--- src/rtl/led_pwm_pkg.sv ---
// Shared types, ASCII constants and the hex-digit decoder for the UART LED PWM controller.
`timescale 1ns/1ps
package led_pwm_pkg;

  typedef enum logic [1:0] {IDLE, HI, LO, RESP} state_e;

  localparam logic [7:0] ACK     = 8'h4B; // 'K'
  localparam logic [7:0] NAK     = 8'h3F; // '?'
  localparam logic [7:0] ALL_OFF = 8'h21; // '!'
  localparam logic [7:0] CH_BASE = 8'h41; // 'A'
  localparam logic [7:0] CR      = 8'h0D;
  localparam logic [7:0] LF      = 8'h0A;

  // Returns {valid, nibble}; valid is clear for anything outside 0-9, A-F, a-f.
  function automatic logic [4:0] hex2nib(input logic [7:0] c);
    logic [4:0] r;
    r = 5'b0;
    if (c >= 8'h30 && c <= 8'h39)      r = {1'b1, c[3:0]};
    else if (c >= 8'h41 && c <= 8'h46) r = {1'b1, c[3:0] + 4'd9};
    else if (c >= 8'h61 && c <= 8'h66) r = {1'b1, c[3:0] + 4'd9};
    return r;
  endfunction

endpackage

--- src/rtl/led_pwm_core.sv ---
// PWM engine: prescaler, free-running counter, shadow/active duty registers
// and registered comparators. Shadows move to active only when the counter wraps.
`timescale 1ns/1ps
module led_pwm_core #(
  parameter int NUM_CH   = 3,
  parameter int DUTY_W   = 8,
  parameter int PRESC    = 1,
  parameter int RST_DUTY = 0
) (
  input  logic              clk,
  input  logic              rst_n,
  input  logic              wr_en,
  input  logic [4:0]        wr_ch,
  input  logic [DUTY_W-1:0] wr_duty,
  input  logic              clr_all,
  output logic [NUM_CH-1:0] pwm_o
);

  localparam int PW = (PRESC > 1) ? $clog2(PRESC) : 1;
  localparam logic [DUTY_W-1:0] RST_D = DUTY_W'(RST_DUTY);

  logic [PW-1:0]                   presc_q, presc_d;
  logic [DUTY_W-1:0]               cnt_q, cnt_d;
  logic [NUM_CH-1:0][DUTY_W-1:0]   shadow_q, shadow_d;
  logic [NUM_CH-1:0][DUTY_W-1:0]   active_q, active_d;
  logic [NUM_CH-1:0]               pwm_q, pwm_d;
  logic                            tick, wrap;

  assign tick  = (presc_q == PW'(PRESC - 1));
  assign wrap  = tick && (cnt_q == '1);
  assign pwm_o = pwm_q;

  // Next-state for prescaler, counter, duty registers and comparator outputs.
  always_comb begin
    presc_d  = tick ? '0 : presc_q + 1'b1;
    cnt_d    = tick ? cnt_q + 1'b1 : cnt_q;
    shadow_d = shadow_q;
    for (int i = 0; i < NUM_CH; i++) begin
      if (clr_all)                          shadow_d[i] = '0;
      else if (wr_en && (wr_ch == 5'(i)))   shadow_d[i] = wr_duty;
    end
    // A write landing on the wrap cycle is picked up one period later.
    active_d = wrap ? shadow_q : active_q;
    for (int i = 0; i < NUM_CH; i++) pwm_d[i] = (cnt_q < active_q[i]);
  end

  // State registers; duties return to the reset duty on reset.
  always_ff @(posedge clk or negedge rst_n) begin
    if (!rst_n) begin
      presc_q  <= '0;
      cnt_q    <= '0;
      shadow_q <= {NUM_CH{RST_D}};
      active_q <= {NUM_CH{RST_D}};
      pwm_q    <= '0;
    end else begin
      presc_q  <= presc_d;
      cnt_q    <= cnt_d;
      shadow_q <= shadow_d;
      active_q <= active_d;
      pwm_q    <= pwm_d;
    end
  end

endmodule

--- src/rtl/uart_led_pwm_ctrl.sv ---
// ASCII command parser (<ch><hexH><hexL>, '!', CR/LF) driving a multi-channel
// PWM core, with a one-byte acknowledge, idle timeout and saturating error count.
`timescale 1ns/1ps
module uart_led_pwm_ctrl
  import led_pwm_pkg::*;
#(
  parameter int NUM_CH      = 3,
  parameter int DUTY_W      = 8,
  parameter int PRESC       = 1,
  parameter int TIMEOUT_CYC = 1200000,
  parameter int RST_DUTY    = 0
) (
  input  logic              clk,
  input  logic              resetn,
  input  logic              rx_valid,
  input  logic [7:0]        rx_data,
  output logic              rx_ready,
  output logic              tx_valid,
  output logic [7:0]        tx_data,
  input  logic              tx_ready,
  output logic [NUM_CH-1:0] pwm_o,
  output logic [7:0]        err_cnt
);

  localparam int TW = $clog2(TIMEOUT_CYC + 1);

  state_e            state_q, state_d;
  logic [4:0]        ch_q, ch_d;
  logic [3:0]        hi_q, hi_d;
  logic [7:0]        txd_q, txd_d;
  logic [7:0]        err_q, err_d;
  logic [TW-1:0]     to_q, to_d;
  logic              alive_q, alive_d;
  logic              accept, ch_ok, nak, wr_en, clr_all;
  logic [4:0]        nib;
  logic [7:0]        byte_val;
  logic [DUTY_W-1:0] wr_duty;

  assign alive_d  = 1'b1;
  assign rx_ready = alive_q && (state_q != RESP);
  assign accept   = rx_valid && rx_ready;
  assign tx_valid = (state_q == RESP);
  assign tx_data  = txd_q;
  assign err_cnt  = err_q;
  assign nib      = hex2nib(rx_data);
  assign ch_ok    = (rx_data >= CH_BASE) && (rx_data < (CH_BASE + 8'(NUM_CH)));
  assign byte_val = {hi_q, nib[3:0]};
  assign wr_duty  = byte_val[7 -: DUTY_W];

  // Parser next-state, response byte, timeout and error counter.
  always_comb begin
    state_d = state_q;
    ch_d    = ch_q;
    hi_d    = hi_q;
    txd_d   = txd_q;
    err_d   = err_q;
    to_d    = '0;
    wr_en   = 1'b0;
    clr_all = 1'b0;
    nak     = 1'b0;
    case (state_q)
      IDLE: begin
        if (accept) begin
          if (ch_ok) begin
            ch_d    = rx_data[4:0] - 5'd1; // 'A' has low bits 00001
            state_d = HI;
          end else if (rx_data == ALL_OFF) begin
            clr_all = 1'b1;
            txd_d   = ACK;
            state_d = RESP;
          end else if (rx_data != CR && rx_data != LF) begin
            txd_d   = NAK;
            nak     = 1'b1;
            state_d = RESP;
          end
        end
      end
      HI, LO: begin
        if (accept) begin
          if (!nib[4]) begin
            txd_d   = NAK;
            nak     = 1'b1;
            state_d = RESP;
          end else if (state_q == HI) begin
            hi_d    = nib[3:0];
            state_d = LO;
          end else begin
            wr_en   = 1'b1;
            txd_d   = ACK;
            state_d = RESP;
          end
        end else if (to_q == TW'(TIMEOUT_CYC - 1)) begin
          state_d = IDLE; // silently drop the partial command
        end else begin
          to_d = to_q + 1'b1;
        end
      end
      RESP: begin
        if (tx_ready) state_d = IDLE;
      end
      default: state_d = IDLE;
    endcase
    if (nak && (err_q != 8'hFF)) err_d = err_q + 8'd1;
  end

  // Control registers.
  always_ff @(posedge clk or negedge resetn) begin
    if (!resetn) begin
      state_q <= IDLE;
      ch_q    <= '0;
      hi_q    <= '0;
      txd_q   <= '0;
      err_q   <= '0;
      to_q    <= '0;
      alive_q <= 1'b0;
    end else begin
      state_q <= state_d;
      ch_q    <= ch_d;
      hi_q    <= hi_d;
      txd_q   <= txd_d;
      err_q   <= err_d;
      to_q    <= to_d;
      alive_q <= alive_d;
    end
  end

  led_pwm_core #(
    .NUM_CH   (NUM_CH),
    .DUTY_W   (DUTY_W),
    .PRESC    (PRESC),
    .RST_DUTY (RST_DUTY)
  ) u_core (
    .clk     (clk),
    .rst_n   (resetn),
    .wr_en   (wr_en),
    .wr_ch   (ch_q),
    .wr_duty (wr_duty),
    .clr_all (clr_all),
    .pwm_o   (pwm_o)
  );

endmodule

--- config.mk ---
export PLATFORM = sky130hd
export DESIGN_NAME = uart_led_pwm_ctrl
export DESIGN_NICKNAME = d
export VERILOG_FILES = /design/src/rtl/led_pwm_pkg.sv /design/src/rtl/led_pwm_core.sv /design/src/rtl/uart_led_pwm_ctrl.sv
export SDC_FILE = /design/constraint.sdc
export NUM_CORES = 1
export LEC_CHECK = 0
export ABC_CLOCK_PERIOD_IN_PS = 2900
export BUFFER_PORTS_ARGS = -buffer_cell sky130_fd_sc_hd__buf_2
export CORE_MARGIN = 2
export CORE_UTILIZATION = 65
export CTS_BUF_LIST = sky130_fd_sc_hd__clkbuf_2 sky130_fd_sc_hd__clkbuf_4 sky130_fd_sc_hd__clkbuf_8
export DETAILED_ROUTE_END_ITERATION = 12
export PLACE_DENSITY_LB_ADDON = 0.25
export SYNTH_ARGS = -nofsm -noshare
export SYNTH_HDL_FRONTEND = slang
export SYNTH_SLANG_ARGS = --single-unit
--- constraint.sdc ---
create_clock -name clk -period 2.9 [get_ports clk]
set_input_delay 0 -clock clk [delete_from_list [all_inputs] [get_ports clk]]
set_output_delay 0 -clock clk [all_outputs]
set_load 0.05 [all_outputs]
==> run summary <==
Outcome - finished, final reports clean
Critical path required time - 3.15 ns
Synth area leaders - dfrtp_1 (49%), ha_1 (8.1%), nand3_1 (3.6%)
PortBufs - 31
Post-Syn Area - 0.00525 mm²
Syn-to-layout area delta - 7.91%
Met2 WL - 5020 µm
Syn Area/Cell - 10.1 µm²
Total wire length - 10000 µm
Syn Nets - 568
Yosys cell types - 55
Worst Tran Pin Value - 0.736 ns
Max Cap Viol - 0
Share of cells above drive strength 1 - 12.5%
CP arrival - 2.53 ns
Total power - 3720 µW
Dominant synthesized flop cell - dfrtp_1
Final slew viol count - 0
Vias/cell - 5.68
Leak pwr - 0.00265 µW
Register area share after synthesis - 49.1%
Fin Setup TNS - 0 ns
Inst Count DP - 637
Worst skew pair latency - 0.37 ns
Routability cong. - 0.892
Clock sink count - 103
DRT antenna net count - 0
Root Driver - clkbuf_8
Pwr/cell area - 656 mW/mm²
Startpoint types - register
Core area - 0.00777 mm²
CTS buffer count - 9
Tmin final - 2.28 ns
Hold Path Class - primary input to register
Diode count - 0
Vias in the first global route - 3,744
Buffer and inverter count on the worst path - 0
TritonCTS clock tree - built
# setup viols final - 0
Post-CTS Setup Inserts - 0
Ports - 33
Max incr delay on CP - 0.54 ns
Total iterations of the first detailed-routing run - 4
CTS Buffer Depth - 2
Final Non-Filler Cells - 654
Critical Path Slowest Stage Cell - or4b_1
Metal1 wirelength - 4420 µm
Worst Path Max Fanout - 21
Initial Utilization - 67.6%
Top Metal Used - met4
Fin nets - 594
Largest net degree at the start of global routing - 61
Total GRT Usage - 25.3%
Max-slew headroom - 50.9%
Routed len/inst - 15.3 µm
# rows - 32
Seq cells post-synth - 103
Async SR Flop Fraction - 100%
Setup Skew - 0.00754 ns
Area leader, netlist - dfrtp_1
Final Hold Viols - 0
Synth Instances - 522
Total number of vias - 3,716
CP endpoint kind - register
Initial antenna violation count - 0
Delay-heaviest family, CP - simple AND/OR/NAND/NOR gates
Period utilisation layout - 78.7%
Chip height - 93.9 µm
First-pass GRT wire length - 17,400 µm
Violation count after the first detailed-routing iteration - 159
Yosys Warn Count - 0
GRT overflow - 0
Die Wd - 93.9 µm
H-tree levels - 3
Critical path class - register to register
Yosys top cell area share - 49.1%
DRC - 0
Fmax achieved - 0.438 GHz
Post-synth EDFFs - 0
Clock-pin slew on the worst setup and hold paths - 0.09 ns
RSZ-0062 raised after global routing - false
Worst VDD drop - 0.668 mV
Met3 WL - 391 µm
DP HPWL - 7210 µm
DIE AREA - 0.00882 mm²
CP cell instances - or4b_1 -> nor3_1 -> a31o_2 -> nand2_1 -> mux2_1
==> area by class of cell <==
| type | instances | area [µm²] |
|---|---|---|
| Tap cell | 102 | 128 |
| Clock inverter | 6 | 86.3 |
| Clock buffer | 9 | 124 |
| Timing Repair Buffer | 38 | 215 |
| Inverter | 28 | 105 |
| Sequential cell | 103 | 2580 |
| Multi-Input combinational cell | 368 | 2430 |
| Fill cell | 577 | 2100 |
==> report_power, final <==
| part | switching [µW] | total, µW | internal, µW | leakage (µW) |
|---|---|---|---|---|
| combinational | 749 | 1070 | 324 | 0.00115 |
| clock | 480 | 959 | 480 | 0.000105 |
| sequential | 128 | 1690 | 1560 | 0.00139 |
==> kinds of logic after synthesis <==
kind of cell,Yosys count,share of synthesized area (%)
compound gates,90,10.1
xor+xnor,34,5.67
fa+ha+maj,34,8.10
buf+inv,51,4.62
flops,103,49.1
mux,14,2.86
other cells,2,0.143
simple gates,194,19.4
==> cell usage in the layout (no fill, tap or decap), drive strengths merged, types with 5 or more instances in the layout <==
| cell | synthesis | final |
|---|---|---|
| xnor2 | 18 | 18 |
| o21ai | 53 | 53 |
| mux2 | 8 | 8 |
| a21oi | 14 | 14 |
| nor3 | 8 | 8 |
| nand2 | 47 | 47 |
| nand4 | 11 | 11 |
| dfrtp | 103 | 103 |
| buf | 18 | 36 |
| inv | 28 | 28 |
| xor2 | 16 | 16 |
| mux2i | 6 | 6 |
| nand3 | 41 | 41 |
| nor2 | 46 | 46 |
| o21a | 5 | 5 |
| ha | 34 | 34 |
| and3 | 15 | 15 |
| clkbuf | 5 | 9 |
==> path summary, 6_finish.rpt <==
check / from / to / slack, ns / depth (start not counted)
worst max-delay path: to_q[15] / state_q[1] / 0.62 / 5
min in group asynchronous: resetn / u_core.pwm_o[2] / 0.24 / 2
worst min-delay path: rx_valid / to_q[6] / 0.01 / 4
worst min register to register: u_core.shadow_q[11] / u_core.active_q[11] / 0.49 / 2
max in group asynchronous: resetn / u_core.shadow_q[11] / 1.84 / 3
worst max register to register: to_q[15] / state_q[1] / 0.62 / 5
==> registers in the layout (all words and copies together), names as in the netlist <==
name	count
ch_q	5
to_q	21
tx_data	3
state_q	2
hi_q	4
u_core.cnt_q	8
err_cnt	8
u_core.active_q	24
u_core.pwm_o	3
u_core.shadow_q	24
alive_q	1
==> cells in the mapped netlist (2+ instances only) <==
cell type,instances
a21oi_1,14
buf_6,2
nor2b_1,4
xnor2_1,18
xor2_1,16
mux2i_1,6
nand2b_1,3
buf_2,8
conb_1,2
a21boi_0,4
inv_1,28
a21o_1,3
clkbuf_1,5
nand2_1,46
o41ai_1,3
mux2_2,4
and3_1,15
nand3_2,3
nand4_1,10
nand3_1,38
and4_1,4
nor4_1,2
nor2_1,46
nor3_1,6
mux2_1,4
buf_4,7
dfrtp_1,103
o21ai_1,18
ha_1,34
o21ai_0,34
and2_1,3
or4b_1,2
o21a_1,5
==> worst register-to-register path, cell delays in order, from the launching register on <==
cell and delay, ns:
dfrtp_1 0.41, or4b_1 0.54, nor3_1 0.23, a31o_2 0.46, nand2_1 0.17, mux2_1 0.35
==> stage by stage <==
stage	instance area [µm²]	util, %	setup slack, ns	hold WS (ns)
finish	5670	73.0	0.619	0.0133
global route	5670	73.0	0.456	0.0306
CTS	5670	73.0	0.599	0.00256
detailed placement	5440	70.0	0.613	0.109
global placement	5440	70.0	0.759	0.100
floorplan	5250	-	0.148	-0.296
==> routing by layer <==
metal / track usage (%) / vias to the layer above
met5: 0 / -
met4: 7.00 / 0
met3: 5.46 / 11
met2: 43.6 / 69
met1: 32.3 / 1794
li1: - / 1842
==> repair_timing <==
action | 4_1_cts | 5_1_grt
hold buffers | 2 | 0
endpoints found under the hold margin | 59 | 0
gates resized for setup | 0 | 0
No activity file was read; power rests on OpenSTA's default activity.
